<file path="config.mk">
export PLATFORM = sky130hd
export DESIGN_NAME = bins_frame_parser_flat
export DESIGN_NICKNAME = d
export VERILOG_FILES = /design/src/rtl/bins_frame_pkg.sv /design/src/rtl/bins_frame_parser_if.sv /design/src/rtl/bins_byte_sync.sv /design/src/rtl/bins_frame_parser.sv /design/src/flat_wrapper.sv
export SDC_FILE = /design/constraint.sdc
export NUM_CORES = 1
export LEC_CHECK = 0
export BUFFER_PORTS_ARGS = -buffer_cell sky130_fd_sc_hd__buf_4
export CORE_UTILIZATION = 67
export CTS_CLUSTER_DIAMETER = 150
export DETAILED_ROUTE_END_ITERATION = 12
export PLACE_DENSITY = 0.95
export SYNTH_ARGS = -nofsm -noshare
export SYNTH_HDL_FRONTEND = slang
export SYNTH_SLANG_ARGS = --single-unit
</file>
<file path="constraint.sdc">
create_clock -name clockIN -period 5.3 [get_ports clockIN]
set_input_delay 1.06 -clock clockIN [delete_from_list [all_inputs] [get_ports clockIN]]
set_output_delay 1.06 -clock clockIN [all_outputs]
set_load 0.05 [all_outputs]
</file>
<file path="src/rtl/bins_frame_pkg.sv">
// Shared definitions for the BINS serial frame parser: parser states,
// sync bytes and the default payload capacity.
package bins_frame_pkg;

    typedef enum logic [2:0] {
        HUNT_AA,
        HUNT_55,
        ID,
        LEN,
        PAYLOAD,
        CSUM,
        DRAIN
    } parserState_t;

    localparam logic [7:0] SYNC1 = 8'hAA;
    localparam logic [7:0] SYNC2 = 8'h55;
    localparam int MAX_LEN_DEFAULT = 32;

endpackage

</file>
<file path="src/rtl/bins_frame_parser_if.sv">
// Payload output stream of the frame parser: valid/ready handshake plus
// data, end-of-frame marker and the frame ID.
interface bins_frame_parser_if;
    logic       outValidOUT;
    logic       outReadyIN;
    logic [7:0] outDataOUT;
    logic       outLastOUT;
    logic [7:0] outIdOUT;

    modport master (
        output outValidOUT,
        output outDataOUT,
        output outLastOUT,
        output outIdOUT,
        input  outReadyIN
    );

    modport slave (
        input  outValidOUT,
        input  outDataOUT,
        input  outLastOUT,
        input  outIdOUT,
        output outReadyIN
    );
endinterface

</file>
<file path="src/rtl/bins_byte_sync.sv">
// Brings the UART byte-ready level into the clockIN domain and turns each
// rising edge into a one-cycle byte event with the data captured alongside.
module bins_byte_sync (
    input  logic       clockIN,
    input  logic       nRxResetIN,
    input  logic       rxReadyIN,
    input  logic [7:0] rxDataIN,
    output logic       byteEventOUT,
    output logic [7:0] byteDataOUT
);
    logic       sync1Reg;
    logic       sync2Reg;
    logic       sync3Reg;
    logic [1:0] fillReg;
    logic       armedReg;
    logic       edgeSeen;

    // Edges only count once the synchroniser has shown a real low level,
    // so a ready line already high at reset release is not taken as a byte.
    assign edgeSeen = armedReg & sync2Reg & ~sync3Reg;

    always_ff @(posedge clockIN or negedge nRxResetIN) begin
        if (!nRxResetIN) begin
            sync1Reg     <= 1'b0;
            sync2Reg     <= 1'b0;
            sync3Reg     <= 1'b0;
            fillReg      <= 2'b00;
            armedReg     <= 1'b0;
            byteEventOUT <= 1'b0;
            byteDataOUT  <= 8'h00;
        end else begin
            sync1Reg     <= rxReadyIN;
            sync2Reg     <= sync1Reg;
            sync3Reg     <= sync2Reg;
            fillReg      <= {fillReg[0], 1'b1};
            armedReg     <= armedReg | (fillReg[1] & ~sync2Reg);
            byteEventOUT <= edgeSeen;
            if (edgeSeen) begin
                byteDataOUT <= rxDataIN;
            end
        end
    end
endmodule

</file>
<file path="src/rtl/bins_frame_parser.sv">
// BINS frame parser: hunts AA 55, collects ID/LEN/payload, verifies the
// 8-bit additive checksum and drains the buffered payload over outIf.
module bins_frame_parser
    import bins_frame_pkg::*;
#(
    parameter int CLOCK_FREQUENCY = 50_000_000,
    parameter int MAX_LEN         = MAX_LEN_DEFAULT,
    parameter int TIMEOUT_CLKS    = 20000
) (
    input  logic                       clockIN,
    input  logic                       nRxResetIN,
    input  logic                       rxReadyIN,
    input  logic [7:0]                 rxDataIN,
    bins_frame_parser_if.master        outIf,
    output logic                       csumErrOUT,
    output logic                       lenErrOUT,
    output logic                       timeoutErrOUT,
    output logic                       overrunErrOUT
);
    localparam int IDX_W = (MAX_LEN > 1) ? $clog2(MAX_LEN) : 1;
    localparam int GAP_W = $clog2(TIMEOUT_CLKS + 1);
    localparam logic [8:0]       MAX_LEN9  = 9'(MAX_LEN);
    localparam logic [GAP_W-1:0] GAP_ONE   = 1;
    localparam logic [GAP_W-1:0] GAP_LIMIT = GAP_W'(TIMEOUT_CLKS - 1);
    localparam logic [IDX_W-1:0] IDX_ONE   = 1;

    if (CLOCK_FREQUENCY <= 0) begin : gBadClock
        $error("bins_frame_parser: CLOCK_FREQUENCY must be positive");
    end

    logic       byteEvent;
    logic [7:0] byteData;

    bins_byte_sync uSync (
        .clockIN      (clockIN),
        .nRxResetIN   (nRxResetIN),
        .rxReadyIN    (rxReadyIN),
        .rxDataIN     (rxDataIN),
        .byteEventOUT (byteEvent),
        .byteDataOUT  (byteData)
    );

    parserState_t     stateReg, stateNext, ctx;
    logic [7:0]       idReg, idNext;
    logic [7:0]       csumReg, csumNext;
    logic [IDX_W-1:0] idxReg, idxNext;
    logic [IDX_W-1:0] lastIdxReg, lastIdxNext;
    logic [GAP_W-1:0] gapReg, gapNext;
    logic             outValidReg, outValidNext;
    logic             outLastReg, outLastNext;
    logic [7:0]       outDataReg, outDataNext;
    logic             csumErrNext, lenErrNext, timeoutErrNext, overrunErrNext;
    logic             bufWrite;
    logic             active;
    logic             timeoutHit;
    logic [7:0]       lenM1;
    logic [7:0]       buffer [MAX_LEN];

    always_comb begin
        stateNext      = stateReg;
        idNext         = idReg;
        csumNext       = csumReg;
        idxNext        = idxReg;
        lastIdxNext    = lastIdxReg;
        outValidNext   = outValidReg;
        outLastNext    = outLastReg;
        outDataNext    = outDataReg;
        csumErrNext    = 1'b0;
        lenErrNext     = 1'b0;
        timeoutErrNext = 1'b0;
        overrunErrNext = 1'b0;
        bufWrite       = 1'b0;
        lenM1          = byteData - 8'd1;
        active         = stateReg inside {HUNT_55, ID, LEN, PAYLOAD, CSUM};
        timeoutHit     = active && (gapReg == GAP_LIMIT);
        gapNext        = (byteEvent || !active) ? '0 : gapReg + GAP_ONE;
        ctx            = stateReg;

        // A byte landing on the timeout cycle is re-read as a fresh hunt byte.
        if (timeoutHit) begin
            timeoutErrNext = 1'b1;
            stateNext      = HUNT_AA;
            gapNext        = '0;
            ctx            = HUNT_AA;
        end

        case (ctx)
            HUNT_AA: begin
                if (byteEvent && byteData == SYNC1) stateNext = HUNT_55;
            end
            HUNT_55: begin
                if (byteEvent) begin
                    if (byteData == SYNC2) begin
                        stateNext = ID;
                        csumNext  = 8'h00;
                    end else if (byteData != SYNC1) begin
                        stateNext = HUNT_AA;
                    end
                end
            end
            ID: begin
                if (byteEvent) begin
                    idNext    = byteData;
                    csumNext  = csumReg + byteData;
                    stateNext = LEN;
                end
            end
            LEN: begin
                if (byteEvent) begin
                    if (byteData == 8'h00 || {1'b0, byteData} > MAX_LEN9) begin
                        lenErrNext = 1'b1;
                        stateNext  = HUNT_AA;
                    end else begin
                        lastIdxNext = lenM1[IDX_W-1:0];
                        idxNext     = '0;
                        csumNext    = csumReg + byteData;
                        stateNext   = PAYLOAD;
                    end
                end
            end
            PAYLOAD: begin
                if (byteEvent) begin
                    bufWrite = 1'b1;
                    csumNext = csumReg + byteData;
                    idxNext  = idxReg + IDX_ONE;
                    if (idxReg == lastIdxReg) stateNext = CSUM;
                end
            end
            CSUM: begin
                if (byteEvent) begin
                    if (byteData == csumReg) begin
                        stateNext    = DRAIN;
                        outValidNext = 1'b1;
                        outDataNext  = buffer[0];
                        outLastNext  = (lastIdxReg == '0);
                        idxNext      = IDX_ONE;
                    end else begin
                        csumErrNext = 1'b1;
                        stateNext   = HUNT_AA;
                    end
                end
            end
            DRAIN: begin
                overrunErrNext = byteEvent;
                if (outValidReg && outIf.outReadyIN) begin
                    if (outLastReg) begin
                        outValidNext = 1'b0;
                        outLastNext  = 1'b0;
                        stateNext    = HUNT_AA;
                    end else begin
                        outDataNext = buffer[idxReg];
                        outLastNext = (idxReg == lastIdxReg);
                        idxNext     = idxReg + IDX_ONE;
                    end
                end
            end
            default: stateNext = HUNT_AA;
        endcase
    end

    always_ff @(posedge clockIN or negedge nRxResetIN) begin
        if (!nRxResetIN) begin
            stateReg      <= HUNT_AA;
            idReg         <= 8'h00;
            csumReg       <= 8'h00;
            idxReg        <= '0;
            lastIdxReg    <= '0;
            gapReg        <= '0;
            outValidReg   <= 1'b0;
            outLastReg    <= 1'b0;
            outDataReg    <= 8'h00;
            csumErrOUT    <= 1'b0;
            lenErrOUT     <= 1'b0;
            timeoutErrOUT <= 1'b0;
            overrunErrOUT <= 1'b0;
        end else begin
            stateReg      <= stateNext;
            idReg         <= idNext;
            csumReg       <= csumNext;
            idxReg        <= idxNext;
            lastIdxReg    <= lastIdxNext;
            gapReg        <= gapNext;
            outValidReg   <= outValidNext;
            outLastReg    <= outLastNext;
            outDataReg    <= outDataNext;
            csumErrOUT    <= csumErrNext;
            lenErrOUT     <= lenErrNext;
            timeoutErrOUT <= timeoutErrNext;
            overrunErrOUT <= overrunErrNext;
        end
    end

    // Payload store is left unreset so it can map onto distributed/block RAM.
    always_ff @(posedge clockIN) begin
        if (bufWrite) begin
            buffer[idxReg] <= byteData;
        end
    end

    assign outIf.outValidOUT = outValidReg;
    assign outIf.outDataOUT  = outDataReg;
    assign outIf.outLastOUT  = outLastReg;
    assign outIf.outIdOUT    = idReg;
endmodule

</file>
<file path="src/flat_wrapper.sv">
// flat-port wrapper written by rule: the top's interface ports become plain ports
module bins_frame_parser_flat import bins_frame_pkg::*;
#(
    parameter int CLOCK_FREQUENCY = 50_000_000,
    parameter int MAX_LEN         = MAX_LEN_DEFAULT,
    parameter int TIMEOUT_CLKS    = 20000
)
  (clockIN, nRxResetIN, rxReadyIN, rxDataIN, csumErrOUT, lenErrOUT, timeoutErrOUT, overrunErrOUT, outIf_outValidOUT, outIf_outDataOUT, outIf_outLastOUT, outIf_outIdOUT, outIf_outReadyIN);
  bins_frame_parser_if outIf_i ();
  input  logic clockIN;
  input  logic nRxResetIN;
  input  logic rxReadyIN;
  input  logic [7:0] rxDataIN;
  output logic csumErrOUT;
  output logic lenErrOUT;
  output logic timeoutErrOUT;
  output logic overrunErrOUT;
  output wire logic [$bits(outIf_i.outValidOUT)-1:0] outIf_outValidOUT;
  output wire logic [$bits(outIf_i.outDataOUT)-1:0] outIf_outDataOUT;
  output wire logic [$bits(outIf_i.outLastOUT)-1:0] outIf_outLastOUT;
  output wire logic [$bits(outIf_i.outIdOUT)-1:0] outIf_outIdOUT;
  input wire logic [$bits(outIf_i.outReadyIN)-1:0] outIf_outReadyIN;
  assign outIf_outValidOUT = outIf_i.outValidOUT;
  assign outIf_outDataOUT = outIf_i.outDataOUT;
  assign outIf_outLastOUT = outIf_i.outLastOUT;
  assign outIf_outIdOUT = outIf_i.outIdOUT;
  assign outIf_i.outReadyIN = outIf_outReadyIN;
  bins_frame_parser #(.CLOCK_FREQUENCY(CLOCK_FREQUENCY), .MAX_LEN(MAX_LEN), .TIMEOUT_CLKS(TIMEOUT_CLKS)) u_core (.clockIN(clockIN), .nRxResetIN(nRxResetIN), .rxReadyIN(rxReadyIN), .rxDataIN(rxDataIN), .outIf(outIf_i), .csumErrOUT(csumErrOUT), .lenErrOUT(lenErrOUT), .timeoutErrOUT(timeoutErrOUT), .overrunErrOUT(overrunErrOUT));
endmodule
</file>
# Yosys cells after proc, flatten, opt, wreduce, memory -nomap -nowiden
# Memory sizes are Yosys's and may differ from the RTL's.
# Index checks and enable logic that the tools add are counted.
# word_totals
mem_bits_rw	256
inputBits	12
wordCells	140
ff_bits	73
memories	1
output_inout_bits	22
# memory_table
memory	depth	word_bits	read_ports	rd_ports_with_merged_regs	wr	line	text
u_core.buffer	32	8	2	0	1	bins_frame_parser.sv:57	logic [7:0] buffer [MAX_LEN];
# op_classes
n_eq_ne	28
bitwise_logic	7
order_cmp	1
mux	58
n_addsub	4
n_reduce_logical	21
# op_table
op	count
8-bit two-way mux	9
3-bit two-way mux	14
5-bit two-way mux	7
15-bit two-way mux	2
8-bit case mux with 3 select lines	1
3-bit case mux with 7 select lines	1
1-bit two-way mux	20
5-bit case mux with 4 select lines	1
8-bit case mux with 2 select lines	1
15-bit by 1-bit adder with 15-bit output, second input constant	1
15-bit equality test, second input constant	1
3-bit equality test, second input constant	5
3-bit by 2-bit equality test with 1-bit output, second input constant	4
2-bit inequality test, second input constant	6
2-bit by 1-bit inequality test with 1-bit output, second input constant	5
5-bit AND reduction	2
8-bit adder	1
8-bit by 7-bit equality test with 1-bit output, second input constant	1
8-bit equality test	1
8-bit equality test, second input constant	1
8-bit by 6-bit > comparator with 1-bit output, second input constant	1
8-bit zero test	1
8-bit inequality test, second input constant	1
8-bit AND reduction	1
other kinds (22)	31

# Longest topological paths before layout
# Gate-level depths: netlist of the first run.
# depth
word_depth	8
mapped_depth	9
mapped_depth_nobuf	8

# Modules after synthesis
# From an unflattened synthesis of the first run, not the netlist that was laid out.
# hier_totals
hier_cells	841
hier_area_um2	13736.9
# by_module_without_submodules
mod	cells_per_inst	seq_area_each_um2	area_each_um2	n_inst
bins_frame_parser	813	9138.8	13232.7	1
bins_byte_sync	28	375.4	504.2	1

# Least setup slack after synthesis of the first run
# No wires, ideal clock.
# synth_path
path_kind	register to register
start	reg u_core.uSync.byteDataOUT[1]
end	reg u_core.csumReg[5]
required_time_ps	5179
path_buffers	1
period_less_slack_ps	2704
stages_incl_launch_ff	10
setup_slack_ps	2596
t_arrival_ps	2583
setup_ps	121
path_cell_list	dfrtp_1 -> inv_1 -> ha_1 -> nor4b_4 -> mux2_2 -> a2111oi_2 -> or3_1 -> buf_2 -> nor2_1 -> a22o_1
# synth_between
elab_chain_cells	4
word_cells_on_any_way	12
cone_classes	add/sub (1); order compare (1); eq/ne (3); mux (4); reduce/logical (3)
# synth_rtl
element	line	text
from (decl)	bins_byte_sync.sv:9	output logic [7:0] byteDataOUT
from (signal assigned)	bins_byte_sync.sv:39	byteDataOUT <= rxDataIN;
8-bit adder, or another cell as far along	bins_frame_parser.sv:104, bins_frame_parser.sv:116, bins_frame_parser.sv:124	
8-bit two-way mux or 1-bit logical OR (tied branches)	bins_frame_parser.sv:110	if (byteData == 8'h00 || {1'b0, byteData} > MAX_LEN9) begin
8-bit two-way mux or 2-bit inequality test (tied branches)	--	
8-bit case mux with 3 select lines or 6-bit AND reduction (tied branches)	--	
to (signal assigned)	bins_frame_parser.sv:179	csumReg <= csumNext;
to (decl)	bins_frame_parser.sv:45	logic [7:0] csumReg, csumNext;
# Parallel ways exist; a longest one is shown, timed or not. The select of a mux whose other input is x is not followed.
# A chain may end at the register's enable or synchronous reset.

# Worst setup path in the final report of the first run
# layout_path
start	reg u_core.uSync.byteDataOUT[0]
end	reg u_core.idxReg[3]
# layout_between
elab_chain_cells	4
word_cells_on_any_way	7
cone_classes	order compare (1); eq/ne (3); reduce/logical (3)
# layout_rtl
element	line	text
8-bit by 6-bit > comparator with 1-bit output or 8-bit zero test (tied branches)	bins_frame_parser.sv:110	
1-bit logical OR	bins_frame_parser.sv:110	
2-bit inequality test (no line)	--	
8-bit AND reduction (no line) (*)	--	
to (signal assigned)	bins_frame_parser.sv:180	idxReg <= idxNext;
to (decl)	bins_frame_parser.sv:46	logic [IDX_W-1:0] idxReg, idxNext;
# Mark *: on every way between the ends. The rest lies on a longest branch, timed or not.

==> key figures, run 1 <==
Route
  • Routed length per instance: 30.51 um
  • Final WL: 34840 um
  • Initial detailed-routing violation count: 1233
  • Antenna viol nets, final: 0
  • DR pass1 iterations: 6
  • Vias: 8319
  • Drt drc: 0
  • Vias per cell: 7.285

Critical path
  • Crit end category: flop
  • Worst r2r src: u_core.uSync.byteDataOUT[0]$_DFFE_PN0P_
  • Crit Path Category: reg -> reg
  • CP Max Fanout: 37
  • Reg2reg setup slack: 1.80 ns
  • Worst-path cell with the longest stage delay: dfrtp_1
  • CP max stage delay: around 1.1 ns
  • CP Cell Sequence: inv_1 > ha_1 > nor4b_4 > mux2_2 > o21ai_0 > or2_4 > o221ai_1
  • WP depth: 7
  • Startpoint types: flop
  • Crit Reg-Reg Endpoint: u_core.idxReg[3]$_DFFE_PN0P_
  • Data required time of the critical path: approximately 5.7 ns
  • FF-to-FF path depth: 7
  • Crit path DAT: about 4 ns
  • CP top delay family: flip-flops
  • CP bufs+invs: 1

Synth
  • Synthesized instance count: 816
  • Ys Warns: 0
  • Post-synthesis register bit count: 329
  • Seq/Total Area, Yosys: 70.17%
  • Synth Flop Type: edfxtp_1
  • Unique masters post-synth: 63
  • Syn nets: 844
  • Syn avg cell area: approximately 17 um2
  • Number of synthesized flops with an enable pin: 256
  • Synth Cell Area: 13560 um2
  • Ys async rst share: 22.19%

Layout
  • Post-route design area: 15130 um2
  • Non-Filler Instances: 1142
  • Fillers: 1030
  • Area delta synth->final: 11.58%
  • # nets final: 879
  • Share of cells above drive strength 1: 20.55%
  • Util after Layout: between 70% and 80%

Clocking
  • CTS root buffer: clkbuf_16
  • Worst skew pair latency: 0.57 ns
  • Clk buf depth: 3
  • Post-CTS Setup Inserts: 0
  • H-tree levels: 1
  • CTS tree: yes
  • Cts bufs inserted: 31
  • Hold_buf cts: 0
  • Post-CTS Resized: 0
  • Clk slew on worst S/H paths: 0.07 ns
  • Clock sinks: 329

Floorplan
  • Std cell rows: 51
  • Chip width: approximately 140 um
  • Die area: 20810 um2
  • Vert. Die Dim: between 100 and 150 um
  • I/O pin count: 34
  • Core area: ~20000 um2
  • Initial Util: roughly 70%

Placement
  • Placed Cells: 1083
  • Dpl cell area: approximately 14000 um2
  • Post-detail-place hpwl: 19180 um
  • Port bufs: 33
  • Placer Congestion: ~0.87

GRT
  • Met1 Usage GRT: 43.82%
  • Grt ovf: 0
  • First-pass GRT wire length: 50890 um
  • Global-route met2 utilization: 57.56%
  • Initial antenna violation count: 0
  • Vias in the first global route: 8215
  • Busiest grt layer: met2
  • GRT Total Usage: 34.96%
  • Pin count of the biggest net entering global routing: 74
  • Met3 Usage GRT: 6.755%

Hold path
  • Hold path start: u_core.uSync.fillReg[0]$_DFF_PN0_
  • WHS Endpoint: u_core.uSync.fillReg[1]$_DFF_PN0_
  • Worst hold path class: reg -> reg
  • Cell depth of the worst hold path: 0

Timing
  • Least-Margin Pin Slew: 1.332 ns
  • RSZ-0062 raised after global routing: false
  • Setup Skew: roughly 0.027 ns
  • Max_slew headroom: 10.52%
  • Crit path time final: 3.504 ns
  • Fmax: 285.4 MHz
  • Setup TNS: 0 ns
  • Final Cycle Share: about two thirds
  • Final setup viols: 0
  • Final Hold Viols: 0
  • Max-slew violation count: 0

Run status
  • Status: completed

Pwr
  • P per Cell Area: around 360 nW/um2
  • VDD IR max: between 0.3 and 0.4 mV
  • Leak: 5.282 nW
  • Total chip power: between 5 and 6 mW

Job
  • Max-Cap Viols: 0
-- metrics by stage --
| stage | setup WS [ns] | hold WS, ns |
|---|---|---|
| after floorplan | 2.596 | 0.3312 |
| after global placement | 2.188 | 0.3327 |
| after detailed placement | 2.091 | 0.3356 |
| after CTS | 1.988 | 0.3551 |
| after global routing | 1.669 | 0.3574 |
| final | 1.796 | 0.3543 |
-- cells in the mapped netlist (all sizes together) (2+ instances only) --
cell    count  area share (%)
dfrtp      73              13
a21o        6            0.33
xor2       17             1.1
and3b       2            0.13
nand3b      3            0.17
nand4b      2            0.13
a21oi      15            0.55
a221oi      8            0.52
nand2      44             1.2
o221ai      2            0.13
a22oi      17            0.94
xnor2      12            0.78
o211ai      3            0.17
a31oi       9            0.42
a22o       10            0.65
or3b        2            0.13
and3        3            0.18
nand3      19            0.70
mux4       64              11
nor4b       2            0.24
clkbuf     21            0.58
edfxtp    256              57
buf        20            0.72
inv        16            0.44
or2         3            0.16
o31ai       5            0.28
nor3       18            0.70
nand4      10            0.57
a221o       8            0.59
o21ai      16            0.59
o22ai       2           0.092
and2        4            0.18
nor4        2            0.20
ha         15             1.4
mux2        7            0.58
nor2b       4            0.18
nor2       75             2.1
or3         6            0.28
-- report_power, final --
group | internal (mW) | switching [mW] | total [mW]
clock network | 1.40 | 0.973 | 2.37
logic | 0.0473 | 0.131 | 0.178
registers | 2.86 | 0.0519 | 2.91
-- how the worst max path moves through the flow --
stage,slack [ns],from,endpoint
finish,1.80,u_core.uSync.byteDataOUT[0]$_DFFE_PN0P_,u_core.idxReg[3]$_DFFE_PN0P_
global route,1.67,u_core.uSync.byteDataOUT[0]$_DFFE_PN0P_,u_core.idxReg[3]$_DFFE_PN0P_
CTS,1.99,u_core.idxReg[0]$_DFFE_PN0P_,u_core.outIf.outDataOUT[3]$_DFFE_PN0P_
detailed placement,2.09,u_core.uSync.byteDataOUT[0]$_DFFE_PN0P_,u_core.csumReg[5]$_DFFE_PN0P_
global placement,2.19,u_core.uSync.byteDataOUT[0]$_DFFE_PN0P_,u_core.csumReg[5]$_DFFE_PN0P_
floorplan,2.60,u_core.uSync.byteDataOUT[1]$_DFFE_PN0P_,u_core.csumReg[5]$_DFFE_PN0P_
-- layout by cell type (no fill, tap or decap), types with 4 or more instances in the layout --
| cell | count |
|---|---|
| nand2_1 | 44 |
| or3_1 | 6 |
| a21oi_1 | 15 |
| clkbuf_16 | 31 |
| xor2_1 | 17 |
| a31oi_1 | 9 |
| nor2_1 | 74 |
| bufinv_16 | 6 |
| a221oi_1 | 8 |
| nand4_1 | 9 |
| o31ai_1 | 5 |
| a22o_1 | 10 |
| buf_4 | 43 |
| nor2b_1 | 4 |
| o21ai_0 | 16 |
| a21o_1 | 6 |
| mux4_2 | 64 |
| nor3_1 | 17 |
| mux2_2 | 7 |
| ha_1 | 15 |
| clkinv_2 | 7 |
| edfxtp_1 | 256 |
| clkbuf_1 | 4 |
| a221o_1 | 8 |
| inv_1 | 16 |
| dfrtp_1 | 71 |
| xnor2_1 | 12 |
| nand3_1 | 19 |
| a22oi_1 | 17 |
-- final cells by class --
cell class	count	area, um2	area share (%)
flip-flops and latches	329	9519	62.92
multi-input cells	430	3809	25.17
clock buffers	37	818.3	5.409
well taps	265	331.6	2.192
repair buffers	43	322.8	2.134
clock inverters	21	266.5	1.761
inverters	16	60.06	0.3970
diodes	1	2.502	0.01654
-- layer usage --
layer	wire length, um	vias up	part of all wire (%)
met2	17270	755	50
met5	0	-	0
met3	3617	191	10
li1	-	3279	-
met4	2271	0	6.5
met1	11690	4094	34
-- state kept, by name (all words and copies together), names as in the netlist --
register,cells
u_core.uSync.byteDataOUT,8
u_core.uSync.sync3Reg,1
u_core.stateReg,3
u_core.uSync.sync2Reg,1
u_core.idxReg,5
u_core.outIf.outValidOUT,1
u_core.uSync.fillReg,2
u_core.uSync.byteEventOUT,1
u_core.overrunErrOUT,1
u_core.uSync.sync1Reg,1
u_core.outIf.outIdOUT,8
u_core.outIf.outLastOUT,1
u_core.timeoutErrOUT,1
u_core.buffer,256
u_core.lastIdxReg,5
u_core.gapReg,15
u_core.uSync.armedReg,1
u_core.lenErrOUT,1
u_core.outIf.outDataOUT,8
u_core.csumErrOUT,1
u_core.csumReg,8
-- logic make-up (layout without fill, tap and decap cells) --
kind of cell | after synthesis | in the layout | synth area share (%)
flops | 329 | 329 | 70.17
simple gates | 205 | 205 | 7.687
other cells | 1 | 2 | 0.02766
compound gates | 107 | 107 | 5.684
xor+xnor | 29 | 29 | 1.873
fa+ha+maj | 16 | 16 | 1.532
buf+inv | 57 | 117 | 1.744
mux | 72 | 72 | 11.29
(Power assumes the default switching activity.)
==> inputs of run 2 (changes only) <==
--- a/config.mk
+++ b/config.mk
@@ -6,10 +6,10 @@
 export NUM_CORES = 1
 export LEC_CHECK = 0
 export BUFFER_PORTS_ARGS = -buffer_cell sky130_fd_sc_hd__buf_4
-export CORE_UTILIZATION = 67
+export CORE_UTILIZATION = 56
 export CTS_CLUSTER_DIAMETER = 150
 export DETAILED_ROUTE_END_ITERATION = 12
-export PLACE_DENSITY = 0.95
+export PLACE_DENSITY = 0.86
 export SYNTH_ARGS = -nofsm -noshare
 export SYNTH_HDL_FRONTEND = slang
 export SYNTH_SLANG_ARGS = --single-unit
==> constraint.sdc (replaced) <==
create_clock -name clockIN -period 2.9 [get_ports clockIN]
set_input_delay 0.58 -clock clockIN [delete_from_list [all_inputs] [get_ports clockIN]]
set_output_delay 0.58 -clock clockIN [all_outputs]
set_load 0.05 [all_outputs]
==> run 2 against run 1 <==
First-iteration DRC count decreased by 18%. Register-to-register slack got worse by 1.6 ns. Maximum frequency is 29% higher. Critical endpoint is now u_core.outIf.outDataOUT[2]$_DFFE_PN0P_. Global-route usage down 8.8 points. Final cell count rose by 9.0%. Clock skew is 0.015 ns lower. Non-clock buffer count is 52 higher. Sequential share of layout area shrank 1.6 points.
==> key figures, run 2 (same netlist as run 1, synthesis figures left out) <==
Run status
  • Status: completed

Timing
  • Least-Margin Pin Slew: 0.9715 ns (-0.3604 ns)
  • RSZ-0062 raised after global routing: false
  • Max_slew headroom: 35.09% (+25 points)
  • Final Hold Viols: 0 (unchanged)
  • Setup Skew: 0.01185 ns (-0.01548 ns)
  • Final Cycle Share: 93.92% (+28 points)
  • Final setup viols: 0 (unchanged)
  • Setup TNS: 0 ns (unchanged)
  • Crit path time final: 2.724 ns (-0.7804 ns)
  • Max-slew violation count: 0 (unchanged)
  • Fmax: 367.2 MHz (+29%)

Pwr
  • Clock network power share: 41.1% (-2.3 points)
  • Sw Pwr: 2.015 mW (+74%)
  • Combinational Power Share: 4.2% (+0.9 points)
  • VDD IR max: 0.5071 mV (+39%)
  • Sequential power share: 54.8% (+1.5 points)
  • Sw frac: 21.02% (-0.16 points)
  • P per Cell Area: 617.1 nW/um2 (+71%)
  • Internal power: 7.571 mW (+76%)
  • Leak: 5.536 nW (+4.8%)
  • Total chip power: 9.586 mW (+76%)

GRT
  • Grt ovf: 0 (unchanged)
  • First-pass GRT wire length: 47120 um (-7.4%)
  • Initial antenna violation count: 0 (unchanged)
  • Pin count of the biggest net entering global routing: 60 (-19%)
  • Vias in the first global route: 7843 (-4.5%)
  • GRT Total Usage: 26.19% (-8.8 points)

Placement
  • Placer Congestion: 0.8764 (+1.0%)
  • Port bufs: 33 (unchanged)
  • Post-detail-place hpwl: 19050 um (-0.69%)

Clocking
  • Hold_buf cts: 0 (unchanged)
  • Cts bufs inserted: 30 (-3.2%)
  • Post-CTS Resized: 0 (unchanged)
  • CTS tree: yes
  • Post-CTS Setup Inserts: 0 (unchanged)
  • Clk slew on worst S/H paths: 0.06 ns (about the same)
  • Clock sinks: 329 (unchanged)
  • H-tree levels: 1 (unchanged)
  • Clk buf depth: 3 (unchanged)
  • CTS root buffer: clkbuf_16
  • Worst skew pair latency: 0.55 ns (-0.02 ns)

Critical path
  • Data required time of the critical path: 3.33 ns (-2.37 ns)
  • Startpoint types: flop
  • Crit Path Category: reg -> reg
  • Worst Setup EP: u_core.outIf.outDataOUT[2]$_DFFE_PN0P_
  • Reg2reg setup slack: 0.18 ns (-1.62 ns)
  • Crit path from: u_core.idxReg[0]$_DFFE_PN0P_
  • CP Max Fanout: 19 (-49%)
  • Crit path DAT: 3.15 ns (-0.75 ns)
  • FF-to-FF path depth: 6 (-1)
  • Crit end category: flop
  • Worst r2r src: u_core.idxReg[0]$_DFFE_PN0P_
  • Crit Reg-Reg Endpoint: u_core.outIf.outDataOUT[2]$_DFFE_PN0P_

Route
  • Vias: 7930 (-4.7%)
  • Vias per cell: 6.369 (-13%)
  • Final WL: 31180 um (-11%)
  • DR pass1 iterations: 5 (-1)
  • Routed length per instance: 25.05 um (-18%)
  • Initial detailed-routing violation count: 1007 (-18%)
  • Drt drc: 0 (unchanged)
  • Antenna viol nets, final: 0 (unchanged)

Layout
  • Share of cells above drive strength 1: 24.84% (+4.3 points)
  • Antenna cells: 0 (-1)
  • # nets final: 930 (+5.8%)
  • Largest register FFs: 256 (unchanged)
  • Biggest register: u_core.buffer
  • Most common cell after layout, fill and taps aside: edfxtp_1
  • Area delta synth->final: 14.56%
  • Most frequent cells in the layout: 256 x edfxtp_1, 92 x buf_4, 74 x nor2_1
  • Top Registers: u_core.buffer x256, u_core.gapReg x15

Floorplan
  • Vert. Die Dim: 157.6 um (+9.3%)
  • I/O pin count: 34 (unchanged)
  • Die area: 24840 um2 (+19%)
  • Std cell rows: 56 (+9.8%)
  • Core area: 23610 um2 (+20%)
  • Initial Util: 57.42% (-12 points)
  • Chip width: 157.6 um (+9.3%)

Job
  • Max-Cap Viols: 0 (unchanged)

Hold path
  • Worst hold path class: in -> async
[run 2: cell types whose count changed in the layout (fill, tap and decap cells not counted)]
cell        before  now
clkinv_1         3    1
clkinv_2         7    6
clkbuf_1         4    6
buf_4           43   92
bufinv_16        6    1
clkinvlp_4       3    2
buf_12           0    3
clkinv_4         1    0
diode_2          1    0
clkbuf_8         2    8
[run 2: final cells by class]
type	count	area, um2
flip-flops and latches	329	9519
clock buffers	45	908.4
multi-input cells	430	3809
well taps	319	399.1
inverters	16	60.06
clock inverters	11	87.58
fillers	1475	8079
repair buffers	95	750.7
[run 2: critical path, stage by stage (launching register included)]
cell and delay (ns):
dfrtp_4 0.67, buf_4 0.25, mux4_2 0.55, a22o_1 0.23, a221oi_1 0.42, a31oi_1 0.16
a221o_1 0.30
[run 2: how the worst min path moves through the flow]
stage,startpoint,end,cells after the start
2_1_floorplan,nRxResetIN,u_core.csumErrOUT$_DFF_PN0_,0
5_1_grt,rxReadyIN,u_core.uSync.sync1Reg$_DFF_PN0_,1
3_3_place_gp,u_core.uSync.fillReg[0]$_DFF_PN0_,u_core.uSync.fillReg[1]$_DFF_PN0_,0
4_1_cts,rxReadyIN,u_core.uSync.sync1Reg$_DFF_PN0_,1
3_5_place_dp,u_core.uSync.fillReg[0]$_DFF_PN0_,u_core.uSync.fillReg[1]$_DFF_PN0_,0
6_report,nRxResetIN,u_core.uSync.sync2Reg$_DFF_PN0_,1
[run 2: per-stage QoR]
stage,util (%),area [um2],hold slack (ns),setup slack [ns],std cells
3_5_place_dp,61.57,14540,0.3347,0.2115,1189
6_report,65.79,15530,0.09838,0.1764,1245
4_1_cts,65.79,15530,0.1099,0.1605,1245
5_1_grt,65.79,15530,0.1174,0.005921,1245
3_3_place_gp,61.57,14540,0.3347,0.2864,1189
2_1_floorplan,-,13560,0.2844,0.1959,816
[run 2: power groups by stage]
| stage | Combinational, mW | Clock [mW] | Sequential, mW |
|---|---|---|---|
| 6_report | 0.399 | 3.94 | 5.25 |
| 5_1_grt | 0.431 | 4.15 | 5.25 |
| 4_1_cts | 0.397 | 3.98 | 5.25 |
| 3_5_place_dp | 0.394 | 0 | 5.35 |
| 3_3_place_gp | 0.374 | 0 | 5.35 |
| 2_1_floorplan | 0.114 | 0 | 5.43 |
[run 2: routing by layer]
layer / vias to the layer above / wire length [um] / track usage (%) / share of wire, %
met3: 94 / 2497 / 4.079 / 8.0
met4: 0 / 1235 / 9.663 / 4.0
met5: - / 0 / 0 / 0
li1: 3376 / - / - / -
met2: 473 / 15540 / 43.24 / 50
met1: 3987 / 11900 / 35.58 / 38
==> inputs of run 3 (changes only) <==
--- a/config.mk
+++ b/config.mk
@@ -5,11 +5,12 @@
 export SDC_FILE = /design/constraint.sdc
 export NUM_CORES = 1
 export LEC_CHECK = 0
-export BUFFER_PORTS_ARGS = -buffer_cell sky130_fd_sc_hd__buf_4
-export CORE_UTILIZATION = 56
+export CORE_UTILIZATION = 57
 export CTS_CLUSTER_DIAMETER = 150
 export DETAILED_ROUTE_END_ITERATION = 12
+export DONT_BUFFER_PORTS = 1
 export PLACE_DENSITY = 0.86
+export REMOVE_ABC_BUFFERS = 1
 export SYNTH_ARGS = -nofsm -noshare
 export SYNTH_HDL_FRONTEND = slang
 export SYNTH_SLANG_ARGS = --single-unit
==> run 3 against run 2 <==
Design area is 0.82% lower. Worst setup slack improved by 0.041 ns. Sequential share of layout area rose by 0.51 points. Wire length fell by 1.6%. Count of clock-buffer cells in the layout increased by 2. Die area is 1.7% lower. Clock power rose by 10%. Final cell count down 2.5%. Clock skew down 0.0047 ns. Critical path depth increased by 1. Critical endpoint is now u_core.outIf.outDataOUT[3]$_DFFE_PN0P_. Largest cell class unchanged.
==> key figures, run 3 (same netlist as run 1, synthesis figures left out) <==
Timing
  • Least-Margin Pin Slew: 1.184 ns (+0.2122 ns)
  • Setup Skew: 0.007165 ns (-0.004688 ns)
  • Final Hold Viols: 0 (unchanged)
  • RSZ-0062 raised after global routing: false
  • Final Cycle Share: 92.49% (-1.4 points)
  • Fmax: 372.8 MHz (+1.5%)
  • Final setup viols: 0 (unchanged)
  • Setup WS post-layout: 0.2177 ns (+0.04128 ns)
  • Setup TNS: 0 ns (unchanged)
  • Max_slew headroom: 20.91% (-14 points)
  • Worst hold slack: 0.09966 ns (+0.001277 ns)
  • Crit path time final: 2.682 ns (-0.04128 ns)
  • Max-slew violation count: 0 (unchanged)

Layout
  • Util after Layout: 65.83% (about the same)
  • Biggest register: u_core.buffer
  • Area delta synth->final: 13.62%
  • # nets final: 898 (-3.4%)
  • Most frequent cells in the layout: 256 x edfxtp_1, 74 x nor2_1, 71 x dfrtp_1
  • Top Registers: u_core.buffer x256, u_core.gapReg x15
  • Non-Filler Instances: 1214 (-2.5%)
  • Most common cell after layout, fill and taps aside: edfxtp_1
  • Largest register FFs: 256 (unchanged)
  • Share of cells above drive strength 1: 21.56% (-3.3 points)
  • Fillers: 1507 (+2.2%)
  • Post-route design area: 15410 um2 (-0.82%)
  • Antenna cells: 0 (unchanged)

Hold path
  • Worst hold path class: in -> reg

Clocking
  • H-tree levels: 2 (+1)
  • Clk buf depth: 3 (unchanged)
  • Clock sinks: 329 (unchanged)
  • Post-CTS Setup Inserts: 0 (unchanged)
  • CTS tree: yes
  • Clk slew on worst S/H paths: 0.06 ns (about the same)
  • Cts bufs inserted: 34 (+13%)
  • Worst skew pair latency: 0.51 ns (-0.04 ns)
  • CTS root buffer: clkbuf_16

Route
  • Vias: 7920 (-0.13%)
  • Routed length per instance: 25.27 um (+0.89%)
  • Initial detailed-routing violation count: 805 (-20%)
  • Vias per cell: 6.524 (+2.4%)
  • Final WL: 30680 um (-1.6%)
  • Antenna viol nets, final: 0 (unchanged)
  • Drt drc: 0 (unchanged)
  • DR pass1 iterations: 5 (unchanged)

GRT
  • Grt ovf: 0 (unchanged)
  • GRT Total Usage: 26.02% (-0.17 points)
  • First-pass GRT wire length: 46350 um (-1.6%)
  • Pin count of the biggest net entering global routing: 74 (+23%)
  • Initial antenna violation count: 0 (unchanged)
  • Vias in the first global route: 7741 (-1.3%)

Pwr
  • Internal power: 7.920 mW (+4.6%)
  • Leak: 5.404 nW (-2.4%)
  • Sw Pwr: 2.073 mW (+2.8%)
  • Total chip power: 9.993 mW (+4.2%)
  • Clock network power share: 43.4% (+2.3 points)
  • P per Cell Area: 648.7 nW/um2 (+5.1%)
  • Sequential power share: 52.6% (-2.2 points)
  • VDD IR max: 0.6300 mV (+24%)
  • Combinational Power Share: 3.9% (-0.3 points)
  • Sw frac: 20.74% (-0.28 points)

Floorplan
  • Initial Util: 57.94% (+0.52 points)
  • Core area: 23400 um2 (-0.89%)
  • I/O pin count: 34 (unchanged)
  • Chip width: 156.2 um (-0.87%)
  • Std cell rows: 56 (unchanged)
  • Vert. Die Dim: 156.2 um (-0.87%)
  • Die area: 24410 um2 (-1.7%)

Critical path
  • Startpoint types: flop
  • Crit Path Category: reg -> reg
  • CP Max Fanout: 36 (+17)
  • Data required time of the critical path: 3.28 ns (-0.05 ns)
  • Crit path DAT: 3.06 ns (-0.09 ns)
  • Crit end category: flop

Placement
  • Placed Cells: 1151 (-3.2%)
  • Dpl cell area: 14250 um2 (-2.0%)
  • Port bufs: 0 (-100%)
  • Placer Congestion: 0.8770 (about the same)
  • Post-detail-place hpwl: 18230 um (-4.3%)
  • Pre-CTS setup slack: 0.3327 ns (+0.1213 ns)

Job
  • Max-Cap Viols: 0 (unchanged)

Run status
  • Status: completed
==> run 3: routing by layer <==
| metal | routed length, um | global-route usage [%] |
|---|---|---|
| met4 | 914 | 9.617 |
| met3 | 3183 | 5.151 |
| met1 | 11460 | 35.62 |
| met2 | 15120 | 41.86 |
| met5 | 0 | 0 |
==> run 3: area by class of cell <==
class	instances	area [um2]	area share, %
Timing Repair Buffer	59	503.0	3.265
Clock inverter	14	152.6	0.9908
Multi-Input combinational cell	430	3809	24.72
Inverter	16	60.06	0.3898
Clock buffer	47	963.4	6.254
Tap cell	319	399.1	2.591
Sequential cell	329	9519	61.79
==> run 3: worst max-delay path: stages, from the launching register on <==
cell     delay [ns]
dfrtp_1        0.35
buf_4          0.38
ha_1           0.34
nor3_1         0.28
nand4_1        0.17
nor2_1         0.37
nor2_1         0.30
a221o_1        0.37
==> run 3: timing repair <==
item,CTS,global route
endpoints found under the hold margin,73,0
hold buffers,2,0
gates resized for setup,0,0
==> run 3: power by group through the flow <==
| stage | registers (mW) | clock network [mW] | logic, mW |
|---|---|---|---|
| after CTS | 5.26 | 4.39 | 0.390 |
| final | 5.26 | 4.34 | 0.392 |
| after global routing | 5.26 | 4.56 | 0.422 |
| after detailed placement | 5.36 | 0 | 0.354 |
| after floorplan | 5.44 | 0 | 0.102 |
| after global placement | 5.36 | 0 | 0.333 |
==> run 3: path summary, 6_finish.rpt <==
check                                                   startpoint                                endpoint  slack [ns]  cells after the start
max                        u_core.uSync.byteDataOUT[0]$_DFFE_PN0P_  u_core.outIf.outDataOUT[3]$_DFFE_PN0P_        0.22                      7
min in group asynchronous                               nRxResetIN         u_core.uSync.sync2Reg$_DFF_PN0_        0.62                      2
max in group asynchronous                               nRxResetIN            u_core.idxReg[0]$_DFFE_PN0P_        1.93                      2
max reg2reg                u_core.uSync.byteDataOUT[0]$_DFFE_PN0P_  u_core.outIf.outDataOUT[3]$_DFFE_PN0P_        0.22                      7
min                                                      rxReadyIN         u_core.uSync.sync1Reg$_DFF_PN0_         0.1                      0
min reg2reg                      u_core.uSync.fillReg[0]$_DFF_PN0_       u_core.uSync.fillReg[1]$_DFF_PN0_        0.35                      0
